**config.mk**
```make
export PLATFORM = sky130hd
export DESIGN_NAME = reg_file_sb
export DESIGN_NICKNAME = d
export VERILOG_FILES = /design/src/rtl/reg_file_pkg.sv /design/src/rtl/reg_file_clear_fsm.sv /design/src/rtl/reg_file_sb.sv
export SDC_FILE = /design/constraint.sdc
export NUM_CORES = 2
export LEC_CHECK = 0
export BUFFER_PORTS_ARGS = -buffer_cell sky130_fd_sc_hd__buf_2
export CAP_MARGIN = 20
export CORE_ASPECT_RATIO = 1.4
export CORE_MARGIN = 2
export CORE_UTILIZATION = 57
export DETAILED_ROUTE_END_ITERATION = 8
export HOLD_SLACK_MARGIN = 0.1
export PLACE_DENSITY_LB_ADDON = 0.1
export SYNTH_ARGS = -nofsm -noshare
export SYNTH_HDL_FRONTEND = slang
export SYNTH_SLANG_ARGS = --single-unit
```
**constraint.sdc**
```tcl
create_clock -name clk -period 3.87 [get_ports clk]
set_clock_uncertainty 0.2 [all_clocks]
set_input_delay 0 -clock clk [delete_from_list [all_inputs] [get_ports clk]]
set_output_delay 0 -clock clk [all_outputs]
set_load 0.02 [all_outputs]
```
**src/rtl/reg_file_pkg.sv**
```systemverilog
// Shared definitions for the integer register file: default sizing, clear-engine
// states and the address qualification helper used by every port.
package reg_file_pkg;

    localparam int DEF_XLEN  = 64;
    localparam int DEF_NREGS = 32;

    typedef enum logic {
        IDLE  = 1'b0,
        CLEAR = 1'b1
    } clr_state_e;

    // x0 and addresses past the end of a non-power-of-two file are never real storage.
    function automatic logic addr_valid(input int unsigned addr, input int unsigned nregs);
        return (addr != 0) && (addr < nregs);
    endfunction

endpackage

```
**src/rtl/reg_file_clear_fsm.sv**
```systemverilog
// Sequential clear engine: walks registers 1..NREGS-1, zeroing one per clock edge.
module reg_file_clear_fsm
    import reg_file_pkg::*;
#(
    parameter  int NREGS = DEF_NREGS,
    localparam int AW    = $clog2(NREGS)
) (
    input  logic          clk,
    input  logic          rst_n,
    input  logic          i_clr_req,
    output logic          o_clr_active,
    output logic          o_clr_we,
    output logic [AW-1:0] o_clr_idx
);

    clr_state_e    r_state;
    logic [AW-1:0] r_idx;

    // x0 is never stored, so the walk starts at 1 and the last edge clears NREGS-1.
    always_ff @(posedge clk or negedge rst_n) begin
        if (!rst_n) begin
            r_state <= IDLE;
            r_idx   <= '0;
        end else begin
            case (r_state)
                IDLE: begin
                    if (i_clr_req) begin
                        r_state <= CLEAR;
                        r_idx   <= AW'(1);
                    end
                end
                CLEAR: begin
                    r_idx <= r_idx + AW'(1);
                    if (r_idx == AW'(NREGS - 1)) begin
                        r_state <= IDLE;
                    end
                end
                default: r_state <= IDLE;
            endcase
        end
    end

    assign o_clr_active = (r_state == CLEAR);
    assign o_clr_we     = (r_state == CLEAR);
    assign o_clr_idx    = r_idx;

endmodule

```
**src/rtl/reg_file_sb.sv**
```systemverilog
// Integer register file with per-register busy scoreboard, same-cycle write
// forwarding on both read ports and a sequential whole-file clear.
module reg_file_sb
    import reg_file_pkg::*;
#(
    parameter  int XLEN  = DEF_XLEN,
    parameter  int NREGS = DEF_NREGS,
    localparam int AW    = $clog2(NREGS)
) (
    input  logic            clk,
    input  logic            rst_n,
    input  logic [AW-1:0]   rs1_addr,
    input  logic [AW-1:0]   rs2_addr,
    output logic [XLEN-1:0] rs1_data,
    output logic [XLEN-1:0] rs2_data,
    output logic            rs1_busy,
    output logic            rs2_busy,
    input  logic            we,
    input  logic [AW-1:0]   wr_addr,
    input  logic [XLEN-1:0] wr_data,
    input  logic            iss_valid,
    input  logic [AW-1:0]   iss_rd,
    input  logic            clr_req,
    output logic            clr_active
);

    logic [XLEN-1:0]  r_rf [NREGS];
    logic [NREGS-1:0] r_busy;

    logic          w_clr_we;
    logic [AW-1:0] w_clr_idx;
    logic          w_wr_ok;
    logic          w_iss_ok;
    logic          w_rs1_ok;
    logic          w_rs2_ok;

    reg_file_clear_fsm #(
        .NREGS (NREGS)
    ) u_clear_fsm (
        .clk          (clk),
        .rst_n        (rst_n),
        .i_clr_req    (clr_req),
        .o_clr_active (clr_active),
        .o_clr_we     (w_clr_we),
        .o_clr_idx    (w_clr_idx)
    );

    assign w_wr_ok  = we && addr_valid(32'(wr_addr), NREGS);
    assign w_iss_ok = iss_valid && addr_valid(32'(iss_rd), NREGS);
    assign w_rs1_ok = addr_valid(32'(rs1_addr), NREGS);
    assign w_rs2_ok = addr_valid(32'(rs2_addr), NREGS);

    // Issue is applied after the write so a same-register write+issue leaves it busy.
    always_ff @(posedge clk or negedge rst_n) begin
        if (!rst_n) begin
            for (int i = 0; i < NREGS; i++) begin
                r_rf[i] <= '0;
            end
            r_busy <= '0;
        end else if (w_clr_we) begin
            r_rf[w_clr_idx]   <= '0;
            r_busy[w_clr_idx] <= 1'b0;
        end else begin
            if (w_wr_ok) begin
                r_rf[wr_addr]   <= wr_data;
                r_busy[wr_addr] <= 1'b0;
            end
            if (w_iss_ok) begin
                r_busy[iss_rd] <= 1'b1;
            end
        end
    end

    always_comb begin
        rs1_data = '0;
        rs1_busy = 1'b0;
        if (w_rs1_ok) begin
            if (clr_active) begin
                rs1_data = r_rf[rs1_addr];
                rs1_busy = 1'b1;
            end else if (we && (wr_addr == rs1_addr)) begin
                rs1_data = wr_data;
                rs1_busy = 1'b0;
            end else begin
                rs1_data = r_rf[rs1_addr];
                rs1_busy = r_busy[rs1_addr];
            end
        end
    end

    always_comb begin
        rs2_data = '0;
        rs2_busy = 1'b0;
        if (w_rs2_ok) begin
            if (clr_active) begin
                rs2_data = r_rf[rs2_addr];
                rs2_busy = 1'b1;
            end else if (we && (wr_addr == rs2_addr)) begin
                rs2_data = wr_data;
                rs2_busy = 1'b0;
            end else begin
                rs2_data = r_rf[rs2_addr];
                rs2_busy = r_busy[rs2_addr];
            end
        end
    end

endmodule

```
-- Word level (Yosys, flattened, before mapping)
Index checks and enable logic that the tools add are counted.
- add/subtract/negate cells: 1
- magnitude comparators: 14
- equality and inequality tests: 4
- muxes and demuxes: 44
- bitwise operators: 12
- reduce and logical (&&, ||, !) cells: 14
- operators with widths (cell ; count):
    two-way mux 2048 bit ; 2
    bitwise AND 2048 bit ; 1
    bitwise mux 2048 bit ; 1
    inverter 2048 bit ; 1
    two-way mux 64 bit ; 12
    binary-select mux 64 bit (select 5 bit) ; 2
    demux 64 bit (select 5 bit) ; 2
    two-way mux 32 bit ; 4
    bitwise AND 32 bit ; 2
    inverter 32 bit ; 2
    OR 32 bit ; 1
    < comparator 5 x 6 -> 1 bit, second input constant ; 5
    greater-or-equal comparator 6 bit, second input constant ; 4
    inverter 5 -> 6 bit ; 4
    nonzero test 5 bit ; 4
    demux 1 bit (select 5 bit) ; 3
    greater-or-equal comparator 5 x 1 -> 1 bit, second input constant ; 3
    two-way mux 1 bit ; 13
    < comparator 6 x 1 -> 1 bit, second input constant ; 2
    binary-select mux 1 bit (select 5 bit) ; 2
    equality test 5 bit ; 2
    one-hot mux 5 bit (2 select lines) ; 1
    logical AND 1 bit ; 9
    adder 5 x 1 -> 5 bit, second input constant ; 1
    other kinds (6) ; 6
- bits in registers: 2086
- bits of input ports: 89
- output and inout port bits: 131
- logic and storage cells: 124

-- Logic depth before layout (Yosys ltp)
- depth after elaboration: 11
- depth in mapped cells: 9
- mapped depth without buffers: 5

-- Hierarchy
A second synthesis with hierarchy kept.
- cell total of the unflattened synthesis: 8431
- area, all modules: 108658.0 sq um
- by module, submodules not included (module ; times used ; cells each ; area each (sq um) ; seq. area each (sq um)):
    reg_file_sb ; 1 ; 8408 ; 108365.2 ; 52049.9
    reg_file_clear_fsm ; 1 ; 23 ; 292.8 ; 150.1

-- Least setup slack after synthesis
Ideal clock, no wire load.
- path type: register to output
- start: register u_clear_fsm.r_state, in the netlist u_clear_fsm.o_clr_active
- end: output port rs2_data[53]
- arrival time: 2.014 ns
- data required time: 3.670 ns
- slack: 1.656 ns
- stages on the path, launching flop included: 7
- path buffers: 3
- cells stage by stage: dfrtp_1 buf_2 nand2b_1 o41a_1 buf_2 buf_2 a221o_1
- longest elaborated chain between the ends: 2
- ends and longest elaborated chain (what ; line ; RTL):
    from (decl) ; reg_file_clear_fsm.sv:16 ; clr_state_e r_state;
    from (signal assigned) ; reg_file_clear_fsm.sv:22 ; r_state <= IDLE;
    from (signal assigned) ; reg_file_clear_fsm.sv:28 ; r_state <= CLEAR;
    from (signal assigned) ; reg_file_clear_fsm.sv:35 ; r_state <= IDLE;
    two-way mux 64 bit ; reg_file_sb.sv:95 ; if (clr_active) begin
    two-way mux 64 bit ; reg_file_sb.sv:94 ; if (w_rs2_ok) begin
    to (decl) ; reg_file_sb.sv:15 ; output logic [XLEN-1:0] rs2_data,
No other way between the ends.

-- Final worst setup path
- start: register u_clear_fsm.r_state, in the netlist u_clear_fsm.o_clr_active
- end: output port rs2_data[52]
The elaborated chain is that of the path after synthesis.

==> impl_metrics.yaml <==
global_route:
  grt_pass1_wl_mm: 617
  grt_pass1_vias: 86900
  gr-total-overflow: 0
  antenna_found_initial: 30
  grt_usage: 0.444
  grt_max_degree: 109
power_and_ir_drop:
  total_leakage_power_nw: 53.6
  power_density_mw_per_mm2: 487
  vdd_drop_max_v: 0.000465
timing:
  worst_pin_slew_ns: 1.17
  finalSetupViolations: 0
  finalCritPeriodShare: 0.980
  fin_crit_ns: 3.79
  fmax_ghz: 0.264
  setup-tns-final_ns: 0
  slew_violations: 0
  hold_violations: 0
  rsz0062_at_grt: "no"
  slew_headroom: 0.220
synthesis:
  yosys_warnings: 0
  syn-num-nets: 8073
  ys_ff_latch: 2086
  synth_seq_area_share: 0.486
  synthArstFlopShare: 1.00
  synth_ff_type: "dfrtp_1"
  ys_types: 56
  syn_avg_cell_area_sq_um: 13.5
  synth_edf_count: 0
  netlist_area_sq_mm: 0.107
  synth_cells: 7979
final_layout:
  multi_input_area_sq_mm: 0.0507
  nets: 7848
  final_common_cell: "dfrtp_1"
  final_cell_mix: "dfrtp_1 (2,086), a22o_1 (2,015), mux4_2 (784)"
  regArea_sq_mm: 0.0522
  nFillCells: 13800
  design_area_sq_mm: 0.120
  area_growth_pct: 11.7
  drive_above_1_share: 0.222
clock_network:
  h-tree-depth: 4
  cts.sinks: 2086
  cts-root-buf: "clkbuf_16"
  clk_pin_slew_worst_paths_ns: 0.07
  cts_tree: "yes"
  cts_buffer_depth: 3
  cts_buffers: 203
  clock_latency_ns: 0.86
  postCtsSetupBuffers: 0
drt:
  ant_nets: 0
  drt_pass1_iterations: 9
  drt-vias-per-instance: 8.32
  num_vias: 86600
  routed_wl_mm: 428
  drcViolationCount: 0
  wl_per_cell_microns: 41.1
  initialDrtViolationCount: 13600
critical_path:
  path_cells: "nand2b_1 > o41ai_4 > buf_4 > a21oi_1 > a221o_1 > buf_2"
  worstPathMaxFanout: 30
  cp-end-kind: "output pin"
  reg2regPathDepth: 8
  arrival_ns: 3.59
  max_stage_delay_ns: 0.69
  start_kind: "flip-flop"
  cp.required_ns: 3.67
  r2r_slack_ns: 0.24
  r2r-end: "r_rf[1801]"
  critPathSlowestCell: "buf_4"
  r2r_start: "u_clear_fsm.o_clr_active"
  crit_type: "reg -> out"
floorplanning:
  design.die.area_sq_mm: 0.192
  start_util: 0.573
  io_pins: 220
  rows: 188
  die_width_microns: 371
  coreArea_sq_mm: 0.187
  die_h_microns: 517
min_path:
  hold_depth: 3
  hold_start: "wr_data[33]"
  min_to: "r_rf[161]"
  min_path_type: "in -> reg"
flow_run:
  maxCapViolCount: 0
place:
  gp_congestion: 0.907
  hpwl_mm: 234
  port_buffers: 219
  placed_area_sq_mm: 0.111
status:
  status: "completed"
-- flip-flops by register name, indices dropped and copies added, names as in the netlist --
signal and cells:
u_clear_fsm.o_clr_active 1, u_clear_fsm.o_clr_idx 5, r_busy 32, r_rf 2048
-- critical path, delay by kind of cell (launching register included) --
family | cells | cell delay, ns
compound gates | 3 | 1.03
buf+inv | 2 | 0.85
flops | 1 | 0.47
simple gates | 1 | 0.36
-- stage by stage --
stage                     worst slack [ns]  total power [W]  utilization  instances  hold WS, ns
final                               0.0783           0.0584        0.640      10400        0.143
after detailed placement             0.822           0.0369        0.594       9856       -0.114
after global routing                0.0320           0.0598        0.640      10400        0.146
after floorplan                       1.66           0.0321            -       7979       -0.496
after global placement               0.851           0.0365        0.594       9856       -0.112
after CTS                            0.129           0.0580        0.640      10400        0.101
-- where the power goes --
part | internal [W] | switching (W)
Sequential | 0.0238 | 0.00177
Combinational | 0.00453 | 0.00706
Clock | 0.0121 | 0.00909
-- repair_timing --
item	4_1_cts	5_1_grt
endpoints found under the hold margin	4107	0
hold buffers	157	0
gates resized for setup	0	3
endpoints found under the setup margin	0	3
-- cells by family (layout without fill, tap and decap cells) --
group | after synthesis | after routing | synth area share
mux | 1309 | 1309 | 0.213
compound gates | 3085 | 3085 | 0.235
xor+xnor | 11 | 11 | 0.000968
other cells | 0 | 14 | 0
flops | 2086 | 2086 | 0.486
buf+inv | 1147 | 1088 | 0.0473
simple gates | 336 | 336 | 0.0163
fa+ha+maj | 5 | 5 | 0.000583
-- synth_stat cells (11+ instances only) --
library cell	instances	area (sq um)
buf_6	11	124
a221o_1	64	641
mux2i_1	523	5240
nor3_1	74	370
clkbuf_1	454	1700
and2_1	69	432
a22oi_1	127	953
a211o_1	63	552
nand2b_1	12	75.1
buf_1	211	792
a221oi_1	253	2220
buf_4	42	315
buf_2	421	2110
dfrtp_1	2086	52200
mux4_2	784	17700
nor2_1	101	379
o21ai_0	130	651
nand2_1	24	90.1
o22ai_1	252	1580
nor2b_1	12	75.1
a21oi_1	166	831
a22o_1	2015	17600
-- worst max-delay path by stage --
stage	slack, ns	from	to	cells past startpoint
floorplan	1.66	u_clear_fsm.o_clr_active	rs2_data[53]	6
global placement	0.85	rs1_addr[4]	rs1_data[59]	8
detailed placement	0.82	u_clear_fsm.o_clr_idx[0]	r_rf[1583]	6
CTS	0.13	u_clear_fsm.o_clr_active	rs1_data[40]	8
global route	0.03	u_clear_fsm.o_clr_active	rs1_data[60]	6
finish	0.08	u_clear_fsm.o_clr_active	rs2_data[52]	6
-- metal layers --
metal | GRT usage | wire (microns) | up-vias | part of all wire
li1 | - | - | 32000 | -
met4 | 0.321 | 36300 | 26 | 0.085
met3 | 0.152 | 56800 | 2149 | 0.13
met5 | 0 | 163 | - | 0.00038
met2 | 0.649 | 189000 | 7676 | 0.44
met1 | 0.554 | 146000 | 44700 | 0.34
-- layout make-up --
class | instances | area share
timing repair buffer | 709 | 0.0570
multi-input combinational | 4746 | 0.423
antenna | 14 | 0.000292
inverter | 8 | 0.000292
sequential | 2086 | 0.435
clock buffer | 300 | 0.0503
clock inverter | 71 | 0.00789
tap | 2470 | 0.0258
(Power assumes the default switching activity.)
